<file path="src/rtl/spi_bus_arbiter.sv">
// Round-robin arbiter that shares one SPI engine between NREQ requesters.
// Each grant runs a full start/done four-phase exchange, ending in ack or err.
module spi_bus_arbiter #(
  parameter int NREQ        = 4,
  parameter int DATA_W      = 32,
  parameter int SEL_W       = 2,
  parameter int TIMEOUT_CYC = 1024
) (
  input  logic                    clk_i,
  input  logic                    reset_i,
  input  logic [NREQ-1:0]         req_i,
  input  logic [NREQ*DATA_W-1:0]  wdata_i,
  input  logic [NREQ*SEL_W-1:0]   sel_i,
  output logic [NREQ-1:0]         ack_o,
  output logic [NREQ-1:0]         err_o,
  output logic [DATA_W-1:0]       rdata_o,
  output logic [NREQ-1:0]         grant_o,
  output logic                    busy_o,
  output logic [DATA_W-1:0]       spi_o,
  output logic [SEL_W-1:0]        spi_sel_o,
  output logic                    spi_start_o,
  input  logic [DATA_W-1:0]       spi_i,
  input  logic                    spi_done_i
);

  localparam int IW = (NREQ > 1) ? $clog2(NREQ) : 1;

  localparam logic [1:0] S_IDLE    = 2'd0;
  localparam logic [1:0] S_ISSUE   = 2'd1;
  localparam logic [1:0] S_RELEASE = 2'd2;
  localparam logic [1:0] S_DONE    = 2'd3;

  logic [1:0]    state;
  logic [IW-1:0] rr;
  logic [IW-1:0] gidx;
  logic [IW-1:0] pick;
  logic          found;
  logic [15:0]   tcnt;
  logic          tmo;

  // first pending request at or above the rr pointer, wrapping
  always_comb begin
    int      idx;
    logic [IW-1:0] idx_l;
    idx   = 0;
    idx_l = '0;
    pick  = rr;
    found = 1'b0;
    for (int i = 0; i < NREQ; i++) begin
      idx = int'(rr) + i;
      if (idx >= NREQ) idx = idx - NREQ;
      idx_l = idx[IW-1:0];
      if (!found && req_i[idx_l]) begin
        found = 1'b1;
        pick  = idx_l;
      end
    end
  end

  assign tmo = (tcnt == 16'(TIMEOUT_CYC - 1));

  always_ff @(posedge clk_i) begin
    if (reset_i) begin
      state       <= S_IDLE;
      rr          <= '0;
      gidx        <= '0;
      tcnt        <= '0;
      ack_o       <= '0;
      err_o       <= '0;
      rdata_o     <= '0;
      grant_o     <= '0;
      busy_o      <= 1'b0;
      spi_o       <= '0;
      spi_sel_o   <= '0;
      spi_start_o <= 1'b0;
    end else begin
      case (state)
        S_IDLE: begin
          if (found) begin
            state       <= S_ISSUE;
            gidx        <= pick;
            grant_o     <= NREQ'(1) << pick;
            spi_o       <= wdata_i[pick*DATA_W +: DATA_W];
            spi_sel_o   <= sel_i[pick*SEL_W +: SEL_W];
            spi_start_o <= 1'b1;
            busy_o      <= 1'b1;
            tcnt        <= '0;
          end
        end
        S_ISSUE: begin
          tcnt <= tcnt + 16'd1;
          if (spi_done_i) begin
            rdata_o     <= spi_i;
            spi_start_o <= 1'b0;
            state       <= S_RELEASE;
          end else if (tmo) begin
            spi_start_o <= 1'b0;
            rdata_o     <= '0;
            err_o       <= grant_o;
            state       <= S_DONE;
          end
        end
        S_RELEASE: begin
          tcnt <= tcnt + 16'd1;
          if (!spi_done_i) begin
            ack_o <= grant_o;
            state <= S_DONE;
          end else if (tmo) begin
            rdata_o <= '0;
            err_o   <= grant_o;
            state   <= S_DONE;
          end
        end
        default: begin
          rr      <= (gidx == IW'(NREQ - 1)) ? '0 : gidx + 1'b1;
          grant_o <= '0;
          ack_o   <= '0;
          err_o   <= '0;
          busy_o  <= 1'b0;
          state   <= S_IDLE;
        end
      endcase
    end
  end

endmodule

</file>
<file path="config.mk">
export PLATFORM = sky130hd
export DESIGN_NAME = spi_bus_arbiter
export DESIGN_NICKNAME = d
export VERILOG_FILES = /design/src/rtl/spi_bus_arbiter.sv
export SDC_FILE = /design/constraint.sdc
export NUM_CORES = 1
export LEC_CHECK = 0
export CORE_UTILIZATION = 41
export DETAILED_ROUTE_END_ITERATION = 10
export PLACE_DENSITY = 0.85
export SETUP_SLACK_MARGIN = 0.5
export SYNTH_ARGS = -nofsm -noshare
export SYNTH_HDL_FRONTEND = slang
export SYNTH_SLANG_ARGS = --single-unit
</file>
<file path="constraint.sdc">
create_clock -name clk_i -period 2.5 [get_ports clk_i]
set_input_delay 0.25 -clock clk_i [delete_from_list [all_inputs] [get_ports clk_i]]
set_output_delay 0.25 -clock clk_i [all_outputs]
set_load 0.1 [all_outputs]
</file>
### After elaboration in Yosys (flattened, before gate mapping)

Index checks and enable logic that the tools add are counted.

* add/sub/neg operators: 9
* magnitude comparators: 8
* equality and inequality tests: 9
* shift-type cells: 3
* muxes and demuxes: 45
* bitwise operators: 3
* reduce and logical (&&, ||, !) cells: 20

Operator list (count)
* 128-bit by 8-bit indexed part select with 32-bit output: 1
* 32-bit two-way mux: 3
* 32-bit case mux with 2 select lines: 1
* 16-bit case mux with 2 select lines: 1
* 2-bit two-way mux: 13
* 4-bit two-way mux: 5
* 16-bit by 1-bit adder with 16-bit output (second input constant): 1
* 16-bit by 10-bit == test with 1-bit output (second input constant): 1
* 16-bit two-way mux: 1
* 4-bit case mux with 2 select lines: 2
* 2-bit by 3-bit < comparator with 1-bit output (second input constant): 4
* 4-bit case mux with 3 select lines: 1
* 1-bit two-way mux: 11
* 2-bit AND reduction: 5
* 3-bit greater-or-equal comparator (second input constant): 3
* 1-bit binary-select mux with 2-bit select: 4
* 2-bit != test (second input constant): 4
* 8-bit by 4-bit indexed part select with 2-bit output: 1
* 2-bit by 1-bit subtractor with 2-bit output (second input constant): 4
* 2-bit by 2-bit adder with 3-bit output (second input constant): 2
* 2-bit case mux with 3 select lines: 1
* 3-bit AND reduction: 2
* 2-bit nonzero test: 3
* 2-bit == test (second input constant): 2
* 13 further kinds: 21

* register bits after elaboration: 102
* output and inout bits: 80
* logic and storage cells: 109

### Depth between registers and ports, before layout

Gate-level depths: netlist of run 1.

* depth after elaboration: 17
* depth in mapped cells: 9

### Worst setup path before layout of run 1

No wires, ideal clock.

* kind: register to register
* from: reg state[0]
* to: reg tcnt[12]
* setup time: 117 ps
* arrival time: 1813 ps
* data required time: 2383 ps
* path slack: 570 ps
* cell stages (with the launch flop): 8
* buffers on the path: 0
* period minus slack after synthesis: 1930 ps
* cells stage by stage: dfxtp_1 > inv_1 > ha_1 > nor2_1 > a2111oi_2 > nand4_1 > xor2_1 > nor2_1

* cells in the longest elaborated chain, start to end: 4

Ends and longest elaborated chain
* from (decl): RTL line 33 `logic [1:0] state;`
* from (signal assigned): RTL line 64 `state <= S_IDLE;`
* from (signal assigned): RTL line 80 `state <= S_ISSUE;`
* from (signal assigned): RTL line 95 `state <= S_RELEASE;`
* 2-bit == test / 2-bit by 1-bit == test with 1-bit output (equally long branches): RTL line 77 `case (state)`
* 2-bit OR reduction (no source line)
* 2-bit nonzero test (no source line)
* 2-bit AND reduction (no source line)
* to (signal assigned): RTL line 91 `tcnt <= tcnt + 16'd1;`
* to (signal assigned): RTL line 104 `tcnt <= tcnt + 16'd1;`
* to (decl): RTL line 38 `logic [15:0] tcnt;`

Parallel ways exist; a longest one is shown, timed or not.
A chain may end at the register's enable or synchronous reset.

### Final worst setup path of run 1

* from: in req_i[1]
* to: reg spi_o[18]

* cells in the longest elaborated chain, start to end: 13

Ends and longest elaborated chain
* from (decl): RTL line 11 `input logic [NREQ-1:0] req_i,`
* 1-bit binary-select mux with 2-bit select: RTL line 53 `if (!found && req_i[idx_l]) begin`
* 1-bit two-way mux (implied by the code): RTL line 53
* 1-bit two-way mux: RTL line 53
* 1-bit zero test: RTL line 53
* 1-bit logical AND: RTL line 53
* 1-bit two-way mux: RTL line 53
* 1-bit zero test: RTL line 53
* 1-bit logical AND: RTL line 53
* 1-bit two-way mux: RTL line 53
* 1-bit zero test: RTL line 53
* 1-bit logical AND: RTL line 53
* 2-bit two-way mux / 1-bit two-way mux (equally long branches): RTL line 53
* 128-bit by 8-bit indexed part select with 32-bit output / 2-bit AND reduction (equally long branches)
* to (signal assigned): RTL line 83 `spi_o <= wdata_i[pick*DATA_W +: DATA_W];`
* to (decl): RTL line 19 `output logic [DATA_W-1:0] spi_o,`

Parallel ways exist; a longest one is shown, timed or not. The select of a mux whose other input is x is not followed.

==> results.ini, run 1 <==
[status]
status=finished, final reports clean

[worst_setup_path]
wp_data_required_ns=2.73
cpLargestDelayFamily=buffers and inverters
worstSetupEndpointType=flip-flop
crit_path_top_delay_cell=clkdlybuf4s50_1
worstPathMaxFanout=13
timing.critical_path.arrival_ns=2.21
start_kind=input port
critical_path.most_common_cell=buf_12
critPathBufInv=3
crit_chain=clkdlybuf4s50_1 -> o22ai_1 -> a221oi_4 -> buf_12 -> buf_12 -> mux2i_1 -> o221ai_2
crit_path_max_cell_delay_ns=0.63
criticalPathCategory=in -> reg

[power]
leakage_nw=3.17
intPower_mw=3.29
net-switching-power_mw=2.36
share_comb_of_total_power_pct=41.7
seq_power_share_pct=32.9
irDropWorstVdd_v=0.000371
p_clk_share_pct=25.3
swShare_pct=41.8
power-per-cell-area_nw_per_um2=679

[grt]
track_usage_pct=25.9
grt_start_max_net_pins=35
wire_length_of_the_first_global_routing_pass_um=25800
use_met2_pct=48.4
vias_in_the_first_global_route=4929
grt-busiest-layer=met2
met1_usage_pct=28.2
antenna_violations_before_repair=0
grt_use_met3_pct=5.74
grt-ovfl-total=0

[die]
floorplan.io_pins=255
start_util_pct=42.4
die_height_um=114
dieArea_um2=12900
core.rowCount=40
coreArea_um2=12100
fp.dieW_um=114

[min_path]
worst_hold_path_type=reg -> reg

[clock_tree]
tritoncts=done
clk_latency_ns=0.35
cts_buffer_depth=2
cts.reportedPaths.clkPinSlew_ns=0.08
ctsRootBufferMaster=clkbuf_16
htreeDepth=3
cts-buffers-inserted=9
numClockSinks=102

[synthesis]
synthArstFlopShare_pct=0
ys_types=56
synth-seq-area-share_pct=39.9
synth_area_um2=5110
synthesized_netlist_net_count=660
synthesis.yosys.warnings=0
syn-mean-instance-area_um2=10.7
combinational_family_with_the_most_area_after_synthesis=compound AO/OA/AOI/OAI gates
synth_compound_area_share_pct=23.1
yosys.area_share.adder_pct=1.71
yosys.area_share.xor_xnor_pct=2.40
synth_instances=478
muxShareOfSynthArea_pct=13.9
synthSimpleGateAreaFrac_pct=12.2
postSynthRegisterBits=102
ys.flop_type=dfxtp_1
synth_enable_flop_cells=0

[timing]
relSlewSlack_pct=62.1
final.setup.worst_slack_ns=0.521
fmax_ghz=0.505
setup_viol=0
min_period_ns=1.98
slew_at_the_pin_closest_to_its_max_slew_limit_ns=0.568
report.final.hold_viol_count=0
rsz_0062_raised_after_global_routing=true
final-max-slew-violation-count=0
fin_skew_ns=0.0137
final.period_utilization_pct=79.2
tns_ns=0

[cells_and_area]
fillCellCount=833
diodes=0
final_layout_size_suffix_gt1_share_pct=29.1
layout-area-overhead-vs-synth_pct=62.8
fin_nets=920

[place]
dp.final_hpwl_um=12700
port_buffers=254
finalWeightedCongestion=0.832
dp_slack_ns=0.00395

[drt]
drt_drc_violations_left=0
detail_route.first_pass.iterations=4
detail_route.wirelength_um=17400
num_vias=4890
postRouteAntennaNets=0
route.detailed.vias_per_inst=5.37
avgRoutedWirePerCell_um=19.1
drt_iter0_drc=254

[flow_run]
max_cap_violations=0

## path summary, 6_finish.rpt
check	slack, ns	cells after the start	to	startpoint
max	0.52	7	spi_o[18]$_SDFFE_PP0P_	req_i[1]
min reg2reg	0.47	2	spi_o[12]$_SDFFE_PP0P_	spi_o[12]$_SDFFE_PP0P_
min	0.47	2	spi_o[12]$_SDFFE_PP0P_	spi_o[12]$_SDFFE_PP0P_
max reg2reg	0.55	8	rdata_o[9]$_SDFFE_PP0P_	tcnt[0]$_SDFFE_PP0P_
## worst register-to-register path: stages (launching register included)
cell and delay [ns]:
dfxtp_1 0.37, ha_1 0.21, nand2_1 0.13, or2_4 0.32
nor4_4 0.14, buf_4 0.19, a311oi_4 0.06, buf_12 0.18
a22o_1 0.24
## sequential cells by signal (all words and copies together), names as in the netlist
register and cells:
ack_o 4, state 2, grant_o 4, busy_o 1, spi_sel_o 2, gidx 2
err_o 4, spi_start_o 1, spi_o 32, rr 2, rdata_o 32, tcnt 16
## kinds of logic after synthesis
kind of cell	after synthesis
AO/OA/AOI/OAI	117
XOR/XNOR	14
AND/OR/NAND/NOR	127
multiplexers	71
flip-flops	102
adder cells (fa/ha/maj)	7
buffers and inverters	40
## synthesized netlist by cell type, types with 2 or more instances
cell	number	share of area, %
nor3_1	5	0.49
inv_1	8	0.59
a21oi_1	15	1.5
nor2_1	32	2.3
dfxtp_1	102	40
and4_1	2	0.34
nand3b_1	3	0.44
mux2i_1	71	14
o21ai_0	8	0.78
o211ai_1	2	0.29
nand4_1	10	1.2
buf_2	9	0.88
a31oi_1	3	0.37
a211oi_2	2	0.49
a211oi_1	3	0.44
ha_1	7	1.7
o221ai_2	34	10
buf_8	4	1.2
a22o_1	32	5.5
nand2b_1	4	0.49
xnor2_1	2	0.34
xor2_1	12	2.1
buf_6	4	0.88
nand2_1	49	3.6
nand3_1	9	0.88
a22oi_1	4	0.59
clkbuf_1	6	0.44
buf_12	6	2.3
buf_4	3	0.44
## stage by stage
stage	utilization (%)	std cells	instance area [um2]	power, mW	hold WS (ns)
floorplan	-	478	5110	3.48	0.376
global placement	63.1	885	7610	4.08	0.449
detailed placement	63.1	885	7610	4.12	0.457
CTS	67.0	908	8080	5.60	0.470
global route	69.0	911	8320	5.84	0.484
finish	69.0	911	8320	5.65	0.474
## cell type report
class | instances | area, um2 | share of cell area (%)
multi-input cells | 337 | 3030 | 36.4
clock inverters | 7 | 86.3 | 1.04
flip-flops and latches | 102 | 2050 | 24.6
inverters | 8 | 30.0 | 0.361
repair buffers | 280 | 2690 | 32.4
clock buffers | 9 | 225 | 2.71
well taps | 168 | 210 | 2.53
## power by group through the flow
stage	Sequential, mW	Combinational, mW	Clock, mW
global placement	1.89	2.19	0
detailed placement	1.90	2.23	0
finish	1.86	2.36	1.43
floorplan	2.82	0.656	0
global route	1.88	2.45	1.51
CTS	1.86	2.29	1.45
## cell usage in the layout (no fill, tap or decap), drive strengths merged, types with 2 or more instances in the layout
cell type      synthesis  final
a311oi                 1      2
a22oi                  4      4
nor3                   5      5
clkbuf                 6      9
xnor2                  2      2
buf                   26    105
dlymetal6s2s           0      2
nand2                 51     51
mux2i                 71     71
o211ai                 2      2
a2111oi                2      2
a31oi                  3      3
nand3                 10     10
a21oi                 16     16
o221ai                34     34
xor2                  12     12
a22o                  32     32
dfxtp                102    102
nand2b                 4      4
a211oi                 5      5
inv                    8     10
nand4                 10     10
clkdlybuf4s50          0    172
o21bai                 2      2
ha                     7      7
o21ai                  9      9
and4                   2      2
nand3b                 3      3
nor2                  33     33
nor4                   2      2
clkinv                 0      5
## repair_timing
action / 4_1_cts / 5_1_grt
endpoints found under the setup margin: 55 / 80
resized for setup: 8 / 50
buffers inserted: 5 / 3
cloned: 2 / 0
pin swaps: 5 / 6
hold buffers: 0 / 0
## layer usage
layer	vias up	part of all wire, %
met5	-	0
met4	0	3.4
met3	37	7.1
met2	218	52
met1	2314	38
li1	2321	-
No activity file was read; power rests on OpenSTA's default activity.
==> run 2: changes to the inputs <==
Settings changed: CORE_UTILIZATION 41 to 37, PLACE_DENSITY 0.85 to 0.81.
Clock period 2.5 ns to 1.8 ns, I/O delays scaled along.
==> run 2 against run 1 <==
  * The run now ends with setup timing left
  * Largest power group unchanged
  * Power is 53% higher
  * Critical path type is now reg -> reg
  * Global-route usage grew 0.91 points
  * Sequential share of layout area down 3.5 points
  * Highest routed layer unchanged
  * Core utilization is 4.6 points higher
  * Die area rose by 11%
  * Clock skew is 0.0019 ns lower
  * First-iteration DRC count increased by 29%
  * Critical path depth up 2
  * Count of clock-buffer cells in the layout is the same
  * Non-clock buffer count rose by 75
  * Design area increased by 18%
==> results.ini, run 2 (synthesized netlist as in run 1, its figures left out) <==
[worst_setup_path]
crit_path_max_cell_delay_ns=0.39
criticalPathCategory=reg -> reg
wp_data_required_ns=2.04
timing.critical_path.arrival_ns=2.06
critPathBufInv=4
worstPathMaxFanout=4
start_kind=flip-flop
crit_chain=a21bo_4 -> a21oi_4 -> a221oi_4 -> buf_6 -> buf_12 -> buf_16 -> buf_4 -> mux2i_2 -> o221ai_2
worstSetupEndpointType=flip-flop
cpLargestDelayFamily=buffers and inverters
crit_path_top_delay_cell=dfxtp_4

[timing]
min_period_ns=1.82
tns_ns=-0.0492
fmax_ghz=0.549
relSlewSlack_pct=74.5
setup_viol=3
final.setup.worst_slack_ns=-0.0224
report.final.hold_viol_count=0
slew_at_the_pin_closest_to_its_max_slew_limit_ns=0.383
fin_worst_hold_slack_ns=0.409
fin_skew_ns=0.0118
rsz_0062_raised_after_global_routing=true
final.period_utilization_pct=101
final-max-slew-violation-count=0

[place]
place_inst=918
port_buffers=254
finalWeightedCongestion=0.873
dp.final_hpwl_um=12700

[grt]
vias_in_the_first_global_route=5659
use_met2_pct=51.1
met1_usage_pct=28.1
grt_start_max_net_pins=35
grt-ovfl-total=0
wire_length_of_the_first_global_routing_pass_um=30100
grt_use_met3_pct=6.13
grt-busiest-layer=met2
track_usage_pct=26.8
antenna_violations_before_repair=1

[die]
die_height_um=120
floorplan.io_pins=255
fp.dieW_um=120
dieArea_um2=14300
core.rowCount=42
coreArea_um2=13300
start_util_pct=38.3

[drt]
num_vias=5453
postRouteAntennaNets=0
avgRoutedWirePerCell_um=21.2
drt_drc_violations_left=0
detail_route.wirelength_um=21100
drt_iter0_drc=328
route.detailed.vias_per_inst=5.48
detail_route.first_pass.iterations=4

[cells_and_area]
final_layout_size_suffix_gt1_share_pct=44.4
final_common_cell=clkdlybuf4s50_1
layout-area-overhead-vs-synth_pct=92.3
final_cell_mix=clkdlybuf4s50_1, buf_4, dfxtp_1
fin_nets=995
registers_with_the_most_flip_flops=rdata_o x32, spi_o x32, tcnt x16
final_cells=995

[clock_tree]
cts-buffers-inserted=9
tritoncts=done
cts.reportedPaths.clkPinSlew_ns=0.08
clk_latency_ns=0.36
cts-hold-fix-buffers=0
ctsRootBufferMaster=clkbuf_16
numClockSinks=102
cts_buffer_depth=2
htreeDepth=3

[status]
failed_checks=setup timing
status=complete, but fails checks

[min_path]
worst_hold_path_type=in -> reg

[power]
leakage_nw=3.79
power-per-cell-area_nw_per_um2=879
irDropWorstVdd_v=0.000653

[flow_run]
max_cap_violations=0

run 2: worst paths after layout:
| path | startpoint | to | slack [ns] | cells past startpoint |
|---|---|---|---|---|
| setup reg to reg | rr[1]$_SDFFE_PP0N_ | spi_o[5]$_SDFFE_PP0P_ | -0.02 | 9 |
| setup / recovery | rr[1]$_SDFFE_PP0N_ | spi_o[5]$_SDFFE_PP0P_ | -0.02 | 9 |
| hold / removal | spi_i[31] | rdata_o[31]$_SDFFE_PP0P_ | 0.41 | 2 |
| hold reg to reg | spi_o[28]$_SDFFE_PP0P_ | spi_o[28]$_SDFFE_PP0P_ | 0.48 | 2 |
run 2: power by group:
part / switching, mW / internal [mW] / leakage, nW / total (mW)
Combinational: 2.46 / 1.55 / 2.80 / 4.01
Clock: 1.02 / 1.01 / 0.152 / 2.03
Sequential: 0.140 / 2.46 / 0.841 / 2.60
run 2: cell type report:
type                            instances  area, um2
Fill cell                             810       3520
Multi-Input combinational cell        337       3530
Inverter                                8       41.3
Tap cell                              176        220
Antenna cell                            1       2.50
Clock inverter                          7       88.8
Clock buffer                            9        225
Sequential cell                       102       2070
Timing Repair Buffer                  355       3650
run 2: per-layer routing:
layer	wire (um)	vias up
met3	1440	63
met5	0	-
met1	7500	2641
met2	11300	275
li1	-	2474
met4	860	0
run 2: metrics by stage:
stage / area, um2 / utilization [%] / setup slack, ns / power, mW
finish: 9830 / 73.6 / -0.0224 / 8.64
global route: 9830 / 73.6 / -0.101 / 8.90
CTS: 9310 / 69.8 / 0.0183 / 8.30
detailed placement: 8000 / 60.0 / -0.432 / 5.86
global placement: 8000 / 60.0 / -0.361 / 5.80
floorplan: 5290 / - / 0.179 / 4.92
run 2: repair_timing:
item	4_1_cts	5_1_grt
resized for setup	123	74
pin swaps	67	40
buffers inserted	40	10
setup endpoints to repair	100	101
cloned	8	2
